==> src/rtl/core_pkg.sv <==
// core_pkg: shared core constants, load/store funct3 encodings and data-memory arbiter types.
package core_pkg;

    localparam int DATA_MEM_ADDR_WIDTH = 10;
    localparam int DMEM_STARVE_LIMIT   = 4;

    localparam logic [2:0] F3_B  = 3'b000;
    localparam logic [2:0] F3_H  = 3'b001;
    localparam logic [2:0] F3_BU = 3'b100;
    localparam logic [2:0] F3_HU = 3'b101;

    typedef enum logic [1:0] {OWN_NONE, OWN_CORE, OWN_EXT, OWN_ERR} arb_owner_e;
    typedef enum logic [1:0] {SZ_B, SZ_H, SZ_W} acc_size_e;

    // Unknown funct3 encodings fall through to a word access.
    function automatic acc_size_e acc_size(input logic we, input logic [2:0] f3);
        if (we)
            return f3 == F3_B ? SZ_B : f3 == F3_H ? SZ_H : SZ_W;
        return (f3 == F3_B || f3 == F3_BU) ? SZ_B : (f3 == F3_H || f3 == F3_HU) ? SZ_H : SZ_W;
    endfunction

endpackage

==> src/rtl/lsu_align.sv <==
// lsu_align: byte-lane placement and byte enables for stores, extraction and extension for loads,
// and misalignment detection for core accesses.
module lsu_align
    import core_pkg::*;
#(
    parameter int DATA_WIDTH = 32
) (
    input  logic                  we,
    input  logic [2:0]            funct3,
    input  logic [1:0]            lane,
    input  logic [DATA_WIDTH-1:0] wdata,
    output logic [3:0]            be,
    output logic [DATA_WIDTH-1:0] wdata_lane,
    output logic                  misaligned,
    input  logic [2:0]            rfunct3,
    input  logic [1:0]            rlane,
    input  logic [DATA_WIDTH-1:0] rdata,
    output logic [DATA_WIDTH-1:0] load_data
);

    acc_size_e             size;
    acc_size_e             rsize;
    logic [DATA_WIDTH-1:0] shifted;
    logic                  sext;

    always_comb begin
        size       = acc_size(we, funct3);
        misaligned = (size == SZ_H && lane[0]) || (size == SZ_W && lane != 2'd0);
        be         = size == SZ_B ? 4'b0001 << lane : size == SZ_H ? 4'b0011 << lane : 4'hF;
        wdata_lane = size == SZ_B ? {4{wdata[7:0]}} : size == SZ_H ? {2{wdata[15:0]}} : wdata;
        rsize      = acc_size(1'b0, rfunct3);
        sext       = rfunct3 == F3_B || rfunct3 == F3_H;
        shifted    = rdata >> {rlane, 3'b000};
        load_data  = rsize == SZ_B ? {{(DATA_WIDTH-8){sext & shifted[7]}}, shifted[7:0]}
                   : rsize == SZ_H ? {{(DATA_WIDTH-16){sext & shifted[15]}}, shifted[15:0]}
                   : shifted;
    end

endmodule

==> src/rtl/dmem_arbiter.sv <==
// dmem_arbiter: shares the single-port data memory between the core load/store port and an external
// debug/loader port. Define DMEM_ARB_FAIR_EN to let a starved external port win after STARVE_LIMIT lost cycles.
module dmem_arbiter
    import core_pkg::*;
#(
`ifdef DMEM_ARB_FAIR_EN
    parameter int STARVE_LIMIT = DMEM_STARVE_LIMIT,
`endif
    parameter int DATA_WIDTH   = 32,
    parameter int ADDR_WIDTH   = DATA_MEM_ADDR_WIDTH
) (
    input  logic                  clk,
    input  logic                  rst_n,
    input  logic                  core_req_i,
    input  logic                  core_we_i,
    input  logic [DATA_WIDTH-1:0] core_addr_i,
    input  logic [DATA_WIDTH-1:0] core_wdata_i,
    input  logic [2:0]            core_funct3_i,
    output logic                  core_gnt_o,
    output logic                  core_rvalid_o,
    output logic [DATA_WIDTH-1:0] core_rdata_o,
    output logic                  core_err_o,
    input  logic                  ext_req_i,
    input  logic                  ext_we_i,
    input  logic [ADDR_WIDTH-1:0] ext_addr_i,
    input  logic [DATA_WIDTH-1:0] ext_wdata_i,
    input  logic [3:0]            ext_be_i,
    output logic                  ext_gnt_o,
    output logic                  ext_rvalid_o,
    output logic [DATA_WIDTH-1:0] ext_rdata_o,
    output logic                  mem_en_o,
    output logic [3:0]            mem_we_o,
    output logic [ADDR_WIDTH-1:0] mem_addr_o,
    output logic [DATA_WIDTH-1:0] mem_wdata_o,
    input  logic [DATA_WIDTH-1:0] mem_rdata_i
);

    arb_owner_e            state;
    arb_owner_e            nxt;
    logic [1:0]            rlane;
    logic [2:0]            rfunct3;
    logic [3:0]            be;
    logic [DATA_WIDTH-1:0] wdata_lane;
    logic [DATA_WIDTH-1:0] load_data;
    logic                  misaligned;
    logic                  ext_win;
    logic                  core_issue;
    logic                  unused_addr;

    assign unused_addr = ^core_addr_i[DATA_WIDTH-1:ADDR_WIDTH+2];

    lsu_align #(.DATA_WIDTH(DATA_WIDTH)) u_align (
        .we         (core_we_i),
        .funct3     (core_funct3_i),
        .lane       (core_addr_i[1:0]),
        .wdata      (core_wdata_i),
        .be         (be),
        .wdata_lane (wdata_lane),
        .misaligned (misaligned),
        .rfunct3    (rfunct3),
        .rlane      (rlane),
        .rdata      (mem_rdata_i),
        .load_data  (load_data)
    );

`ifdef DMEM_ARB_FAIR_EN
    localparam int SW = $clog2(STARVE_LIMIT + 1);
    localparam logic [SW-1:0] LIMIT = SW'(STARVE_LIMIT);
    logic [SW-1:0] starve;

    always_ff @(posedge clk or negedge rst_n)
        if (!rst_n)
            starve <= '0;
        else if (ext_gnt_o)
            starve <= '0;
        else if (ext_req_i && starve != LIMIT)
            starve <= starve + SW'(1);

    assign ext_win = starve == LIMIT;
`else
    assign ext_win = 1'b0;
`endif

    // Grants are held off during reset so every output reads zero while rst_n is low.
    always_comb begin
        ext_gnt_o   = rst_n && ext_req_i && (!core_req_i || ext_win);
        core_gnt_o  = rst_n && core_req_i && !ext_gnt_o;
        core_issue  = core_gnt_o && !misaligned;
        mem_en_o    = core_issue || ext_gnt_o;
        mem_we_o    = core_issue && core_we_i ? be : ext_gnt_o && ext_we_i ? ext_be_i : 4'h0;
        mem_addr_o  = core_gnt_o ? core_addr_i[ADDR_WIDTH+1:2] : ext_gnt_o ? ext_addr_i : '0;
        mem_wdata_o = core_issue ? wdata_lane : ext_gnt_o ? ext_wdata_i : '0;
        nxt         = core_gnt_o && misaligned ? OWN_ERR
                    : core_gnt_o && !core_we_i ? OWN_CORE
                    : ext_gnt_o && !ext_we_i   ? OWN_EXT
                    : OWN_NONE;
    end

    always_ff @(posedge clk or negedge rst_n)
        if (!rst_n) begin
            state         <= OWN_NONE;
            rlane         <= '0;
            rfunct3       <= '0;
            core_rvalid_o <= 1'b0;
            core_err_o    <= 1'b0;
            ext_rvalid_o  <= 1'b0;
        end else begin
            state         <= nxt;
            core_rvalid_o <= nxt == OWN_CORE || nxt == OWN_ERR;
            core_err_o    <= nxt == OWN_ERR;
            ext_rvalid_o  <= nxt == OWN_EXT;
            if (core_gnt_o) begin
                rlane   <= core_addr_i[1:0];
                rfunct3 <= core_funct3_i;
            end
        end

    assign core_rdata_o = state == OWN_CORE ? load_data : '0;
    assign ext_rdata_o  = state == OWN_EXT ? mem_rdata_i : '0;

endmodule

==> config.mk <==
export PLATFORM = sky130hd
export DESIGN_NAME = dmem_arbiter
export DESIGN_NICKNAME = d
export VERILOG_FILES = /design/src/rtl/core_pkg.sv /design/src/rtl/lsu_align.sv /design/src/rtl/dmem_arbiter.sv
export SDC_FILE = /design/constraint.sdc
export NUM_CORES = 1
export LEC_CHECK = 0
export ABC_AREA = 1
export ABC_CLOCK_PERIOD_IN_PS = 3000
export BUFFER_PORTS_ARGS = -buffer_cell sky130_fd_sc_hd__buf_2
export CORE_AREA = 4 4 103 105
export CTS_CLUSTER_DIAMETER = 30
export DETAILED_ROUTE_END_ITERATION = 8
export DIE_AREA = 0 0 107 109
export PLACE_DENSITY = 0.6
export SLEW_MARGIN = 20
export SYNTH_ARGS = -nofsm -noshare
export SYNTH_HDL_FRONTEND = slang
export SYNTH_SLANG_ARGS = --single-unit
==> constraint.sdc <==
create_clock -name clk -period 3 [get_ports clk]
set_clock_uncertainty 0.05 [all_clocks]
set_input_delay 0.15 -clock clk [delete_from_list [all_inputs] [get_ports clk]]
set_output_delay 0.15 -clock clk [all_outputs]
set_load 0.1 [all_outputs]
# [Word-level counts from Yosys, hierarchy flattened]
# Index checks and enable logic that the tools add are counted.
[classes] n_bitwise=2 n_shift=3 n_eq_ne=14 mux=26 n_reduce_logical=30 n_addsub=0 multipliers=0 n_lt_le_gt_ge=0 n_div=0
[op_table] cell="$mux 32" n=8
[op_table] cell="$shr 32x5->32" n=1
[op_table] cell="$mux 2" n=11
[op_table] cell="$mux 10" n=2
[op_table] cell="$mux 4" n=4
[op_table] cell="$eq 3x3->1 const B" n=4
[op_table] cell="$logic_and 1x1->1" n=12
[op_table] cell="$eq 2x1->1 const B" n=4
[op_table] cell="$eq 2x2->1 const B" n=4
[op_table] cell="$logic_or 1x1->1" n=8
[op_table] cell="$eq 3x1->1 const B" n=2
[op_table] cell="$logic_not 3->1" n=2
[op_table] cell="$logic_not 1->1" n=5
[op_table] cell="$logic_not 2->1" n=2
[op_table] cell="$shl 1x2->4 const A" n=1
[op_table] cell="$shl 2x2->4 const A" n=1
[op_table] cell="$and 1x1->1" n=2
[op_table] cell="$reduce_bool 2->1" n=1
[op_table] cell="$mux 1" n=1
[word_totals] rom_bits=0 out_inout_bits=116 memories=0 word_cells=81 latch_bits=0 register_bits=10 in_bits=151 ramBits=0

# [Logic depth before layout (Yosys ltp)]
[depth] ltp_word=12 mapped_depth=9 ltp_nobuf=8

# [By module]
# Synthesis repeated with hierarchy kept, for this count alone.
[hier_totals] hier_cells=614 hier_area_um2=2927.8
[modules_own_cells] module="dmem_arbiter" n_inst=1 cells_each=321 seq_area_each_um2=225.2 area_each_um2=1491.4
[modules_own_cells] module="lsu_align" n_inst=1 cells_each=293 seq_area_each_um2=0.0 area_each_um2=1436.4

# [Least setup slack after synthesis]
# OpenSTA, ideal clock, no wires.
[synth_timing] path_kind="register -> output" from="reg state[0]" to="out core_rdata_o[0]" path_slack_ps=-330 required_ps=2800 t_arrival_ps=3130 path_stages_with_launch=5 path_buffers=0 cell_sequence="dfrtp_1 -> inv_1 -> nor2_1 -> o21ai_0 -> a31oi_1"
[synth_via] elab_chain_len=2
[synth_lines] element="start, declared" line_no="dmem_arbiter.sv:38" rtl="arb_owner_e state;"
[synth_lines] element="start signal, assigned" line_no="dmem_arbiter.sv:108" rtl="state <= nxt;"
[synth_lines] element="$eq 2x1->1" line_no="dmem_arbiter.sv:118" rtl="assign core_rdata_o = state == OWN_CORE ? load_data : '0;"
[synth_lines] element="$mux 32" line_no="dmem_arbiter.sv:118"
[synth_lines] element="end, declared" line_no="dmem_arbiter.sv:21" rtl="output logic [DATA_WIDTH-1:0] core_rdata_o,"
# No other way between the ends.

# [Worst setup path after layout]
[layout_timing] from="in rst_n" to="out mem_wdata_o[29]"
[layout_via] elab_chain_len=6 word_cells_on_any_way=8 cone_classes="mux (2); reduce/logical (6)"
[layout_lines] element="start, declared" line_no="dmem_arbiter.sv:13" rtl="input logic rst_n,"
[layout_lines] element="$logic_and 1x1->1 (2 in series)" line_no="dmem_arbiter.sv:86" rtl="ext_gnt_o = rst_n && ext_req_i && (!core_req_i || ext_win);"
[layout_lines] element="$logic_not 1->1" line_no="dmem_arbiter.sv:87" rtl="core_gnt_o = rst_n && core_req_i && !ext_gnt_o;"
[layout_lines] element="$logic_and 1x1->1" line_no="dmem_arbiter.sv:87"
[layout_lines] element="$logic_and 1x1->1" line_no="dmem_arbiter.sv:88" rtl="core_issue = core_gnt_o && !misaligned;"
[layout_lines] element="$mux 32 *" line_no="dmem_arbiter.sv:92" rtl="mem_wdata_o = core_issue ? wdata_lane : ext_gnt_o ? ext_wdata_i : '0;"
[layout_lines] element="end, declared" line_no="dmem_arbiter.sv:34" rtl="output logic [DATA_WIDTH-1:0] mem_wdata_o,"
# Every way passes the cells marked *; elsewhere a longest branch is shown, timed or not.

==> reports/qor.yml <==
crit_buf_inv: 3
sw_frac_of_total: 0.686
finalWorstPathRequiredPeriod_ns: 2.73
worst_setup_path_start_kind: "primary input"
cts_buffers: 3
grt_pass1_vias: 3813
critPathArrivalTime_ns: 2.53
p_sw_mw: 1.09
rsz0062_at_grt: "no"
grt_max_degree: 44
drtIter0Drc: 183
ir_drop_mv: 0.237
io_buffers: 246
synth.distinct_cells: 22
fin_ws_ns: 0.267
status: "complete, no violations"
holdWs_ns: 0.0546
ys_ff_latch: 9
fin_util: 0.411
clock_sink_count: 9
areaGrowthSynthToFinish_pct: 67.3
synth_common_cells: "nand2_1, inv_1, nor2_1"
async_flop_share: 1.00
p_comb_frac: 0.819
synthFlopType: "dfrtp_1"
fill_cells: 1123
start_util: 0.246
slowest_stage: "nor2_4"
synth_top_area_share: 0.360
vias: 3871
place_congestion: 0.885
cp_data_required_time_ns: 2.80
fp.dieW_um: 107
firstDrtPassIters: 4
grt_pass1_wl_um: 17700
htree_num_levels: 1
tritoncts: "built"
yosysWarningCount: 0
synth.most_common_cell: "nand2_1"
synth_area_leader_cell: "nand2_1"
die-area_mm2: 0.0117
power_frac_clock: 0.083
drive_above_1_share: 0.401
synth-edff-count: 0
cp_top_family: "buffers and inverters"
die_height_um: 109
powerDensity_mw_per_mm2: 400
synth_area_leaders: "nand2_1, o21ai_0, dfrtp_1"
worst_pin_slew_ns: 0.661
grt_use_total: 0.184
hp-class: "primary input to flip-flop"
drc: 0
ant_nets: 0
coreArea_mm2: 0.00964
syn_avg_cell_area_um2: 4.80
antenna_cells: 0
period_share: 0.911
routed_wirelength_um: 11500
pre_cts_ws_ns: 0.552
clk_pin_slew_worst_paths_ns: 0.04
cpPeakStageDelay_ns: 0.61
cts.repair.resized: 0
fmax_mhz: 366
final-setup-viol-count: 0
path_max_fanout: 33
seqPwrFrac: 0.097
routed_via_density: 4.52
crit_chain: "dlygate4sd3_1, buf_2, nand2_1, nor2_4, nand2_1, nand2_1, buf_2"
post_cts_buffers: 0
cp_common_cell: "nand2_1"
insertion_delay_ns: 0.22
synth_area_mm2: 0.00237
grt_overflow: 0
cts-root-buf: "clkbuf_8"
cts_buffer_depth: 2
end_kind: "output port"
synthCells: 493
seq_area_frac_synth: 0.0951
std_cell_rows: 36
finalHoldViolCount: 0
final_nets: 880
p_leak_nw: 2.61
routedWlPerCell_um: 13.4
slew_headroom: 0.558
maxCapViolCount: 0
slew_viol_final: 0
crit_type: "primary input to output port"
intPower_mw: 0.497
antenna_found_initial: 0
num_io_pins: 267
syn_nets: 648
dp_hpwl_um: 9810
==> layer usage <==
layer,global-route usage,vias to the layer above,wire length [um]
li1,-,1986,-
met1,0.199,1696,4330
met2,0.353,167,5950
met3,0.0426,22,895
met4,0.0584,0,301
met5,0,-,0
==> cell type report <==
class	count	area (um^2)	area share
flip-flops and latches	9	225	0.0568
repair buffers	253	1470	0.370
inverters	59	221	0.0559
multi-input cells	399	1840	0.464
well taps	133	166	0.0420
clock buffers	4	45.0	0.0114
==> layout by cell type (no fill, tap or decap) <==
master         netlist  routed
buf_2                8     234
nand2_1            227     226
inv_1               57      57
o21ai_0             49      49
nor2_1              51      45
nor2_2              13      19
a21oi_1             17      17
nand3_1             12      12
buf_12               0      12
a22o_1              10      10
dfrtp_1              9       9
a31oi_2              0       7
buf_4                6       6
ha_1                 4       4
nand2_2              2       3
clkbuf_8             0       3
inv_2                2       2
nand3_2              2       2
nand4_1              2       2
nand3_4              1       1
and3_1               1       1
nor2_4               1       1
clkbuf_1            10       1
dlygate4sd3_1        0       1
==> worst paths after layout <==
path	depth (start not counted)	to	startpoint	slack (ns)
max in group asynchronous	2	rlane[0]$_DFFE_PN0P_	rst_n	2.43
setup reg to reg	3	rlane[0]$_DFFE_PN0P_	rlane[0]$_DFFE_PN0P_	1.67
hold / removal	2	ext_rvalid_o$_DFF_PN0_	ext_we_i	0.05
setup / recovery	7	mem_wdata_o[29]	rst_n	0.27
hold reg to reg	2	rfunct3[0]$_DFFE_PN0P_	rfunct3[0]$_DFFE_PN0P_	0.47
min in group asynchronous	2	ext_rvalid_o$_DFF_PN0_	rst_n	0.28
==> power by group through the flow <==
stage | sequential, mW | combinational [mW] | clock (mW)
floorplan | 0.156 | 0.999 | 0
detailed placement | 0.155 | 1.30 | 0
CTS | 0.154 | 1.30 | 0.136
finish | 0.154 | 1.30 | 0.132
global route | 0.159 | 1.38 | 0.143
global placement | 0.155 | 1.29 | 0
==> cells by family after synthesis <==
family / count (synthesis) / share of synthesized area
buffers and inverters: 85 / 0.155
adder cells (fa/ha/maj): 4 / 0.0211
AND/OR/NAND/NOR: 312 / 0.534
flip-flops: 9 / 0.0951
AO/OA/AOI/OAI: 83 / 0.195
==> registers in the layout (all words and copies together) (netlist names) <==
name and flops:
state 2, ext_rvalid_o 1, rlane 2, rfunct3 3, core_err_o 1
==> stage by stage <==
| stage | power (mW) | cells | area (um^2) | setup TNS [ns] |
|---|---|---|---|---|
| CTS | 1.59 | 857 | 3960 | 0 |
| detailed placement | 1.46 | 852 | 3910 | 0 |
| global placement | 1.45 | 852 | 3910 | 0 |
| finish | 1.58 | 857 | 3960 | 0 |
| global route | 1.68 | 857 | 3960 | 0 |
| floorplan | 1.15 | 493 | 2430 | -1.21 |
==> what timing repair did <==
action	4_1_cts	5_1_grt
hold endpoints to repair	9	0
hold buffers	1	0
setup endpoints to repair	0	0
Power figures use the tool's default switching activity.
